### src/rtl/accumulate.sv
// Dot-product accumulator: sums up to N signed 2W-bit products per frame and
// emits one registered result per frame. Define ACCUMULATE_SATURATE_EN to clamp results instead of wrapping.
module accumulate #(
  parameter int W = 8,
  parameter int N = 4
) (
  input  logic           clk,
  input  logic           rst,
  input  logic           s_stb,
  input  logic [2*W-1:0] s_dat,
  input  logic           s_lst,
  output logic           s_rdy,
  input  logic           m_rdy,
  output logic           m_stb,
  output logic [2*W-1:0] m_dat
);

  localparam int G  = $clog2(N) + 1;
  localparam int AW = 2*W + G;
  localparam int CW = (N > 1) ? $clog2(N) : 1;
  localparam logic [CW-1:0] CNT_LAST = CW'(N - 1);

  logic signed [AW-1:0] acc;
  logic signed [AW-1:0] sum;
  logic [CW-1:0]        cnt;
  logic                 take;
  logic                 last;
  logic [2*W-1:0]       res;

  assign s_rdy = ~m_stb | m_rdy;
  assign take  = s_stb & s_rdy;
  assign last  = s_lst | (cnt == CNT_LAST);

  always_comb begin
    sum = acc + {{G{s_dat[2*W-1]}}, s_dat};
  end

`ifdef ACCUMULATE_SATURATE_EN
  localparam logic signed [AW-1:0] SAT_MAX = {{(G+1){1'b0}}, {(2*W-1){1'b1}}};
  localparam logic signed [AW-1:0] SAT_MIN = {{(G+1){1'b1}}, {(2*W-1){1'b0}}};

  always_comb begin
    res = sum[2*W-1:0];
    if (sum > SAT_MAX)
      res = {1'b0, {(2*W-1){1'b1}}};
    else if (sum < SAT_MIN)
      res = {1'b1, {(2*W-1){1'b0}}};
  end
`else
  always_comb begin
    res = sum[2*W-1:0];
  end
`endif

  // A result loading in the same cycle as an output transfer keeps m_stb high.
  always_ff @(posedge clk) begin
    if (rst) begin
      acc   <= '0;
      cnt   <= '0;
      m_stb <= 1'b0;
      m_dat <= '0;
    end else begin
      if (m_stb & m_rdy)
        m_stb <= 1'b0;
      if (take) begin
        if (last) begin
          m_dat <= res;
          m_stb <= 1'b1;
          acc   <= '0;
          cnt   <= '0;
        end else begin
          acc <= sum;
          cnt <= cnt + CW'(1);
        end
      end
    end
  end

endmodule

### config.mk
export PLATFORM = sky130hd
export DESIGN_NAME = accumulate
export DESIGN_NICKNAME = d
export VERILOG_FILES = /design/src/rtl/accumulate.sv
export SDC_FILE = /design/constraint.sdc
export NUM_CORES = 1
export LEC_CHECK = 0
export BUFFER_PORTS_ARGS = -buffer_cell sky130_fd_sc_hd__clkbuf_2
export CAP_MARGIN = 20
export CORE_AREA = 2 2 64 66
export DETAILED_ROUTE_END_ITERATION = 7
export DIE_AREA = 0 0 66 68
export GPL_TIMING_DRIVEN = 0
export PLACE_DENSITY = 0.76
export SYNTH_ARGS = -nofsm -noshare
export SYNTH_HDL_FRONTEND = slang
export SYNTH_SLANG_ARGS = --single-unit
### constraint.sdc
create_clock -name clk -period 5 [get_ports clk]
set_clock_uncertainty 0.2 [all_clocks]
set_input_delay 1 -clock clk [delete_from_list [all_inputs] [get_ports clk]]
set_output_delay 1 -clock clk [all_outputs]
set_load 0.01 [all_outputs]
; ---- After elaboration in Yosys (flattened, before gate mapping)
; Index checks and enable logic that the tools add are counted.
[classes]
addsub = 2
n_reduce_logical = 1
eq_ne = 1
n_bitwise = 5
mux = 5
[ops]
columns = op, count
row1 = $add A19 B19 Y19, 1
row2 = $mux W19, 1
row3 = $mux W1, 3
row4 = $add A2 B1 Y2 const B, 1
row5 = $and A1 B1 Y1, 2
row6 = $eq A2 B2 Y1 const B, 1
row7 = $mux W2, 1
row8 = $or A1 B1 Y1, 2
row9 = $reduce_and A2 Y1, 1
row10 = $not A1 Y1, 1
[totals]
inputBits = 21
word_cells = 18
regBits = 38

; ---- Logic depth before layout (Yosys ltp)
; Gate-level depths: netlist (run 1).
[logic_depth]
depth_word = 4
depth_mapped = 8

; ---- Worst setup path after synthesis (run 1)
; Ideal clock, no wire load.
[synth_timing]
path_kind = in2reg
from = in s_dat[0]
to = reg acc[12]
arrival_ns = 2.763
setup_time_ns = 0.117
slack_ns = 1.921
path_stages = 8
cell_sequence = ha_1 fa_1 a21oi_1 nor3_1 o21a_1 o31a_2 xor2_1 a22o_1
[synth_between]
elab_chain_cells = 2
[synth_rtl]
columns = item, line
row1 = from (decl), 10  ; input logic [2*W-1:0] s_dat,
row2 = $add A19 B19 Y19, 35  ; sum = acc + {{G{s_dat[2*W-1]}}, s_dat};
row3 = $mux W19, 66  ; if (last) begin
row4 = to (signal assigned), 72  ; acc <= sum;
row5 = to (decl), 23  ; logic signed [AW-1:0] acc;
; Every way passes these cells.
; A chain may end at the register's enable or synchronous reset.

; ---- Worst setup path in the final report (run 1)
[layout_timing]
from = in s_dat[0]
to = reg acc[14]
; Same word-level chain as after synthesis.

==> metrics.csv, run 1 <==
stage;metric;value;unit
detailed_routing;wl_per_cell;14.6;um
clock_tree;tritoncts;built;
cells_and_area;syn2layout_area_growth;19.2;%
cells_and_area;nNetsFinal;316;
global_route;grt.met3_usage;5.10;%
worst_setup_path;r2r_start;acc[0]$_SDFFE_PP0P_;
floorplan;io_pins;39;
global_route;gr-total-overflow;0;
place;place_congestion;0.863;
floorplan;dieArea;4490;sq um
clock_tree;cts_hold_buf;0;
worst_setup_path;worst-endpoint-arrival;3.07;ns
global_route;use_met1;29.6;%
worst_setup_path;endpoint_kind;flop;
detailed_routing;wirelength;4790;um
sta;finalCriticalPeriod;3.08;ns
synthesis;ys_async_sr_fraction;0;%
synthesis;ys_seq_elements;35;
worst_setup_path;crit_fanout;3;
synthesis;muxShareOfSynthArea;1.05;%
clock_tree;cts_buffer_depth;2;
global_route;grt_max_degree;13;
global_route;use_met2;40.4;%
sta;fin_ws;1.92;ns
worst_setup_path;crit_required;4.99;ns
sta;setup_viol;0;
detailed_routing;post-route-drc-count;0;
cells_and_area;fillers;367;
clock_tree;h-tree-depth;2;
synthesis;synth_flop_cell;dfxtp_1;
worst_setup_path;reg2reg_slack;2.41;ns
synthesis;synth_fa_ha_area_share;10.8;%
synthesis;syn_area;2030;sq um
detailed_routing;via_per_inst;5.71;
worst_setup_path;path_class;in -> reg;
synthesis;synth_compound_area_share;22.8;%
cells_and_area;multi_input_area;1280;sq um
floorplan;core;3860;sq um
clock_tree;cts_sinks;35;
synthesis;syn_area_per_cell;8.72;sq um
synthesis;synth_simple_gate_area_share;22.5;%
synthesis;netlist_top_cells_area;dfxtp_1, ha_1, a21oi_1;
sta;final-hold-violation-count;0;
min_path;hp-class;reg -> reg;
global_route;top_usage_layer;met2;
run;maxCapViolCount;0;
clock_tree;cts_resized;0;
worst_setup_path;crit_path_start_kind;input port;
worst_setup_path;rr_worst_depth;8;
worst_setup_path;rr_endpoint;acc[14]$_SDFFE_PP0P_;
synthesis;synth_top_family_by_area;compound AO/OA/AOI/OAI gates;
detailed_routing;drtIter0Drc;112;
synthesis;syn-num-nets;271;
status;status;finished, final reports clean;
sta;max_freq;325;MHz
floorplan;die_h;68;um
cells_and_area;final_core_util;62.8;%
synthesis;synth_edf_count;0;
global_route;grt_pass1_vias;1685;
clock_tree;post_cts_buffers;0;
synthesis;synth_xor_area_share;5.85;%
floorplan;initial_core_util;52.7;%
synthesis;ys_seq_area_share;34.5;%
sta;max_slew_margin;29.9;%
clock_tree;worstSkewPairLatency;0.29;ns
sta;setup_tns;0;ns
synthesis;yosys_warnings;0;
sta;fin_crit_sh;61.6;%
sta;maxSlewViolCount;0;
place;numPortBuffers;38;
cells_and_area;antennaDiodeCount;0;
synthesis;synth_cells;233;
power_and_ir_drop;irDropWorstVdd;0.183;mV
floorplan;die_width;66;um
worst_setup_path;worstSetupEndpoint;acc[14]$_SDFFE_PP0P_;
place;place_area;2280;sq um
global_route;grt_first_pass_wirelength;7810;um
global_route;antenna_found_initial;0;
power_and_ir_drop;powerDensity;316;nW/um^2
synthesis;synth_top_area_share;34.5;%
detailed_routing;vias;1878;
synthesis;synth_cell_type_count;50;
floorplan;rows;23;
place;preCtsSetupSlack;1.62;ns
global_route;gr-usage-all-layers;23.5;%
cells_and_area;seqCellArea;701;sq um
clock_tree;cts_made_buffers;5;
synthesis;synth_top_cell_by_area;dfxtp_1;
clock_tree;clk_pin_slew;0.08;ns
detailed_routing;drt.antenna.violating_nets;0;
cells_and_area;design_area;2420;sq um
place;hpwl;3580;um
detailed_routing;dr.pass1.iters;4;
cells_and_area;drive_gt1_share;20.8;%
clock_tree;cts_root_buf;clkbuf_8;
worst_setup_path;crit_path_start;s_dat[0];
sta;worst_pin_slew;1.04;ns
power_and_ir_drop;power_leakage;1.13;nW
sta;rsz0062_at_grt;false;
power_and_ir_drop;finalPower;0.000766;W
per-layer routing:
metal	vias to the layer above	wire, um
li1	952	-
met4	0	65
met3	7	251
met5	-	0
met2	47	2330
met1	872	2140
state kept, by name, summed over array words and instances, names as in the netlist:
register  cells
acc          16
m_dat        16
cnt           2
m_stb         1
worst max-delay path: stages:
cell and delay [ns]:
clkbuf_2 0.09, ha_1 0.22, fa_1 0.41, a21oi_1 0.24, nor3_1 0.14, o21a_1 0.25, o41ai_4 0.42, xnor2_1 0.10
a22o_1 0.20
worst min-delay path by stage:
stage                                startpoint               endpoint  depth (start not counted)
after detailed placement  m_dat[2]$_SDFFE_PP0P_  m_dat[2]$_SDFFE_PP0P_                          2
after global routing      m_dat[7]$_SDFFE_PP0P_  m_dat[7]$_SDFFE_PP0P_                          2
after floorplan            acc[13]$_SDFFE_PP0P_   acc[13]$_SDFFE_PP0P_                          1
after global placement    m_dat[1]$_SDFFE_PP0P_  m_dat[1]$_SDFFE_PP0P_                          2
final                     m_dat[0]$_SDFFE_PP0P_  m_dat[0]$_SDFFE_PP0P_                          2
after CTS                 m_dat[2]$_SDFFE_PP0P_  m_dat[2]$_SDFFE_PP0P_                          2
report_power, final:
group / total [W] / switching, W / internal [W]
combinational: 0.000149 / 0.0000861 / 0.0000632
clock: 0.000311 / 0.000112 / 0.000199
sequential: 0.000306 / 0.00000949 / 0.000296
total: 0.000766 / 0.000208 / 0.000558
cell usage after synthesis, types with 2 or more instances:
cell,count
a211o_1,3
xnor2_1,6
a22o_1,6
a31oi_1,2
dfxtp_1,35
a22oi_1,9
xor2_1,5
a21o_1,4
or2_2,3
nand3_1,10
o211ai_1,2
inv_1,3
a32o_1,2
nand2_1,27
nand3b_1,2
or4_1,2
a21oi_1,22
a211oi_1,3
nor2b_1,2
nor2_1,24
nor4b_1,2
clkbuf_1,8
ha_1,16
nand4b_1,2
nor3_1,4
nor3b_1,5
cell usage in the layout (no fill, tap or decap), types with 4 or more instances in the layout:
cell type,Yosys,layout
xnor2_1,6,6
nand3_1,10,10
dfxtp_1,35,35
clkbuf_1,8,8
ha_1,16,16
xor2_1,5,5
nor3_1,4,4
a22oi_1,9,9
a21oi_1,22,22
a22o_1,6,6
nor2_1,24,24
nor3b_1,5,5
nand2_1,27,27
clkbuf_2,0,38
a21o_1,4,4
clkbuf_8,0,5
logic make-up (layout without fill, tap and decap cells):
logic type / Yosys count / in the layout
compound gates: 64 / 64
xor+xnor: 12 / 12
fa+ha+maj: 17 / 17
buf+inv: 13 / 59
flops: 35 / 35
mux: 2 / 2
simple gates: 90 / 90
metrics by stage:
step                      hold WS [ns]  cells
after floorplan                  0.246    233
after global placement           0.245    321
after detailed placement         0.249    321
after CTS                        0.261    329
after global routing             0.286    329
final                            0.260    329
layout make-up:
class	count	share of cell area (%)
Clock buffer	5	2.84
Inverter	3	0.465
Sequential cell	35	29.0
Multi-Input combinational cell	185	52.9
Timing Repair Buffer	38	7.86
Buffer	10	1.60
Tap cell	50	2.59
Clock inverter	3	2.79
(Power assumes the default switching activity.)
==> run 2, diff against run 1 <==
==> config.mk (replaced) <==
export PLATFORM = sky130hd
export DESIGN_NAME = accumulate
export DESIGN_NICKNAME = d
export VERILOG_FILES = /design/src/rtl/accumulate.sv
export SDC_FILE = /design/constraint.sdc
export NUM_CORES = 1
export LEC_CHECK = 0
export ABC_AREA = 1
export BUFFER_PORTS_ARGS = -buffer_cell sky130_fd_sc_hd__clkbuf_2
export CAP_MARGIN = 20
export CORE_AREA = 2 2 68 70
export DETAILED_ROUTE_END_ITERATION = 7
export DIE_AREA = 0 0 70 72
export GPL_TIMING_DRIVEN = 0
export PLACE_DENSITY = 0.73
export SYNTH_ARGS = -nofsm -noshare
export SYNTH_HDL_FRONTEND = slang
export SYNTH_SLANG_ARGS = --single-unit
==> constraint.sdc (replaced) <==
create_clock -name clk -period 3.1 [get_ports clk]
set_clock_uncertainty 0.2 [all_clocks]
set_input_delay 0.62 -clock clk [delete_from_list [all_inputs] [get_ports clk]]
set_output_delay 0.62 -clock clk [all_outputs]
set_load 0.01 [all_outputs]
==> run 2 against run 1 <==
Effect of this change:
- final area is 7.0% higher
- flip-flop and latch count stayed put
- sequential power is 61% higher
- highest routed layer unchanged
- largest cell class unchanged
==> metrics.csv, run 2 <==
stage;metric;value;unit;change
synthesis;synth_edf_count;0;;unchanged
synthesis;ys_seq_elements;35;;unchanged
global_route;gr-total-overflow;0;;unchanged
cells_and_area;syn2layout_area_growth;14.9;%;was 19.2%
global_route;grt_pass1_vias;2009;;was 1685
floorplan;io_pins;39;;unchanged
floorplan;dieArea;5040;sq um;was 4490 sq um
place;numPortBuffers;38;;unchanged
synthesis;synth_flop_cell;dfxtp_1;;unchanged
synthesis;syn-num-nets;382;;was 271
min_path;hp-class;reg -> reg;;unchanged
clock_tree;post_cts_buffers;0;;unchanged
global_route;antenna_found_initial;0;;unchanged
floorplan;die_h;72;um;was 68 um
min_path;whs_path_depth;2;;unchanged
sta;max_freq;452;MHz;
cells_and_area;fillers;423;;was 367
floorplan;die_width;70;um;was 66 um
place;place_congestion;0.901;;was 0.863
worst_setup_path;slowest_stage;fa_1;;was o41ai_4
sta;fin_crit_sh;71.4;%;
clock_tree;cts_sinks;35;;unchanged
cells_and_area;drive_gt1_share;15.1;%;was 20.8%
power_and_ir_drop;irDropWorstVdd;0.262;mV;was 0.183 mV
synthesis;synth_cells;344;;was 233
sta;whs;0.272;ns;was 0.260 ns
detailed_routing;wirelength;5080;um;was 4790 um
place;hpwl;3970;um;was 3580 um
sta;final-hold-violation-count;0;;unchanged
worst_setup_path;endpoint_kind;flop;;unchanged
run;maxCapViolCount;0;;unchanged
synthesis;ys_async_sr_fraction;0;%;unchanged
synthesis;synth_top_area_share;31.1;%;was 34.5%
worst_setup_path;rr_worst_depth;10;;was 8
cells_and_area;final_common_cell;nand2_1;;was clkbuf_2
floorplan;rows;24;;was 23
worst_setup_path;cp_cell_sequence;clkbuf_2 -> ha_1 -> fa_1 -> nand2_1 -> nand2_1 -> and2_4 -> nand2_1 -> nand2_1 -> xor2_1 -> nand2_1 -> a21oi_2;;was clkbuf_2 -> ha_1 -> fa_1 -> a21oi_1 -> nor3_1 -> o21a_1 -> o41ai_4 -> xnor2_1 -> a22o_1
cells_and_area;mostFrequentLayoutCells;nand2_1, inv_1, clkbuf_2;;was clkbuf_2, dfxtp_1, nand2_1
power_and_ir_drop;powerDensity;420;nW/um^2;was 316 nW/um^2
synthesis;synth_most_common_cell;nand2_1;;was dfxtp_1
detailed_routing;wl_per_cell;11.5;um;was 14.6 um
status;status;finished, final reports clean;;unchanged
synthesis;synth_cell_type_count;31;;was 50
global_route;grt_max_degree;11;;was 13
sta;worst_pin_slew;0.568;ns;was 1.04 ns
global_route;grt_first_pass_wirelength;8990;um;was 7810 um
worst_setup_path;crit_fanout;3;;unchanged
detailed_routing;post-route-drc-count;0;;unchanged
synthesis;syn_area_per_cell;6.55;sq um;was 8.72 sq um
clock_tree;tritoncts;built;;unchanged
sta;setup_tns;0;ns;unchanged
power_and_ir_drop;power_leakage;1.48;nW;was 1.13 nW
worst_setup_path;path_class;in -> reg;;unchanged
cells_and_area;nNetsFinal;427;;was 316
clock_tree;cts_buffer_depth;2;;unchanged
global_route;gr-usage-all-layers;22.2;%;was 23.5%
synthesis;syn_area;2250;sq um;was 2030 sq um
sta;maxSlewViolCount;0;;unchanged
clock_tree;cts_hold_buf;0;;unchanged
cells_and_area;antennaDiodeCount;0;;unchanged
sta;max_slew_margin;62.2;%;was 29.9%
synthesis;netlist_top_cells_area;dfxtp_1, nand2_1, inv_1;;was dfxtp_1, ha_1, a21oi_1
worst_setup_path;worst-endpoint-arrival;2.24;ns;was 3.07 ns
detailed_routing;vias;2102;;was 1878
clock_tree;clk_pin_slew;0.08;ns;about the same
floorplan;initial_core_util;52.8;%;was 52.7%
synthesis;yosys_warnings;0;;unchanged
sta;setup_viol;0;;unchanged
detailed_routing;drtIter0Drc;117;;was 112
detailed_routing;drt.antenna.violating_nets;0;;unchanged
sta;finalCriticalPeriod;2.21;ns;
clock_tree;cts_resized;0;;unchanged
worst_setup_path;path_common_cell;nand2_1;;
synthesis;synth_top_cell_by_area;dfxtp_1;;unchanged
place;placedCellCount;434;;was 321
cells_and_area;final_cells;442;;was 329
clock_tree;worstSkewPairLatency;0.29;ns;about the same
cells_and_area;largestRegisters;acc: 16 flops, m_dat: 16 flops, cnt: 2 flops;;unchanged
worst_setup_path;cpPeakStageDelay;0.40;ns;was 0.42 ns
worst_setup_path;crit_path_start_kind;input port;;unchanged
synthesis;ys_seq_area_share;31.1;%;was 34.5%
floorplan;core;4260;sq um;was 3860 sq um
sta;rsz0062_at_grt;false;;unchanged
clock_tree;cts_root_buf;clkbuf_8;;unchanged
clock_tree;cts_made_buffers;5;;unchanged
clock_tree;h-tree-depth;2;;unchanged
detailed_routing;via_per_inst;4.76;;was 5.71
synthesis;yosys-top-cells-count;nand2_1, inv_1, dfxtp_1;;was dfxtp_1, nand2_1, nor2_1
worst_setup_path;crit_required;3.13;ns;was 4.99 ns
detailed_routing;dr.pass1.iters;4;;unchanged
run 2: kinds of logic after synthesis:
group | after synthesis | synth area share (%)
adder cells (fa/ha/maj) | 17 | 9.77
XOR/XNOR | 7 | 2.72
AO/OA/AOI/OAI | 48 | 12.4
buffers and inverters | 65 | 11.4
flip-flops | 35 | 31.1
AND/OR/NAND/NOR | 172 | 32.5
run 2: power breakdown:
part	leakage, nW	internal, W	switching (W)
clock	0.0422	0.000158	0.000167
sequential	0.287	0.000479	0.0000155
combinational	1.15	0.000102	0.000166
run 2: metal layers:
metal / wire [um] / share of wire (%) / vias up / track usage (%)
li1: - / - / 1155 / -
met1: 2530 / 50 / 908 / 30.1
met2: 2330 / 46 / 32 / 37.4
met3: 168 / 3.3 / 7 / 3.61
met4: 54 / 1.1 / 0 / 5.77
met5: 0 / 0 / - / 0
run 2: layout make-up:
cell class	count	area, sq um	area share (%)
Multi-Input combinational cell	244	1290	50.0
Sequential cell	35	701	27.1
Inverter	57	214	8.26
Timing Repair Buffer	38	190	7.34
Clock buffer	7	76.3	2.95
Tap cell	52	65.1	2.51
Buffer	8	43.8	1.69
Clock inverter	1	5.00	0.193
run 2: worst max-delay path, delay by kind of cell:
family,cells,cell delay (ns)
AO/OA/AOI/OAI,1,0.12
XOR/XNOR,1,0.25
adder cells (fa/ha/maj),2,0.62
buffers and inverters,1,0.09
AND/OR/NAND/NOR,6,0.53
run 2: per-stage QoR:
stage                     power (W)  instance area, sq um  utilization (%)  setup WS [ns]
final                       0.00109                  2590             60.7          0.888
after global routing        0.00115                  2590             60.7          0.740
after CTS                   0.00109                  2590             60.7          0.886
after detailed placement   0.000771                  2510             58.8          0.597
after global placement     0.000766                  2510             58.8          0.620
after floorplan            0.000693                  2250                -          0.896
run 2: worst paths after layout:
| path | start | end | slack, ns |
|---|---|---|---|
| max | s_dat[0] | acc[8]$_SDFFE_PP0P_ | 0.89 |
| min | acc[4]$_SDFFE_PP0P_ | acc[4]$_SDFFE_PP0P_ | 0.27 |
| max reg2reg | acc[0]$_SDFFE_PP0P_ | acc[8]$_SDFFE_PP0P_ | 1.02 |
| min reg2reg | acc[4]$_SDFFE_PP0P_ | acc[4]$_SDFFE_PP0P_ | 0.27 |
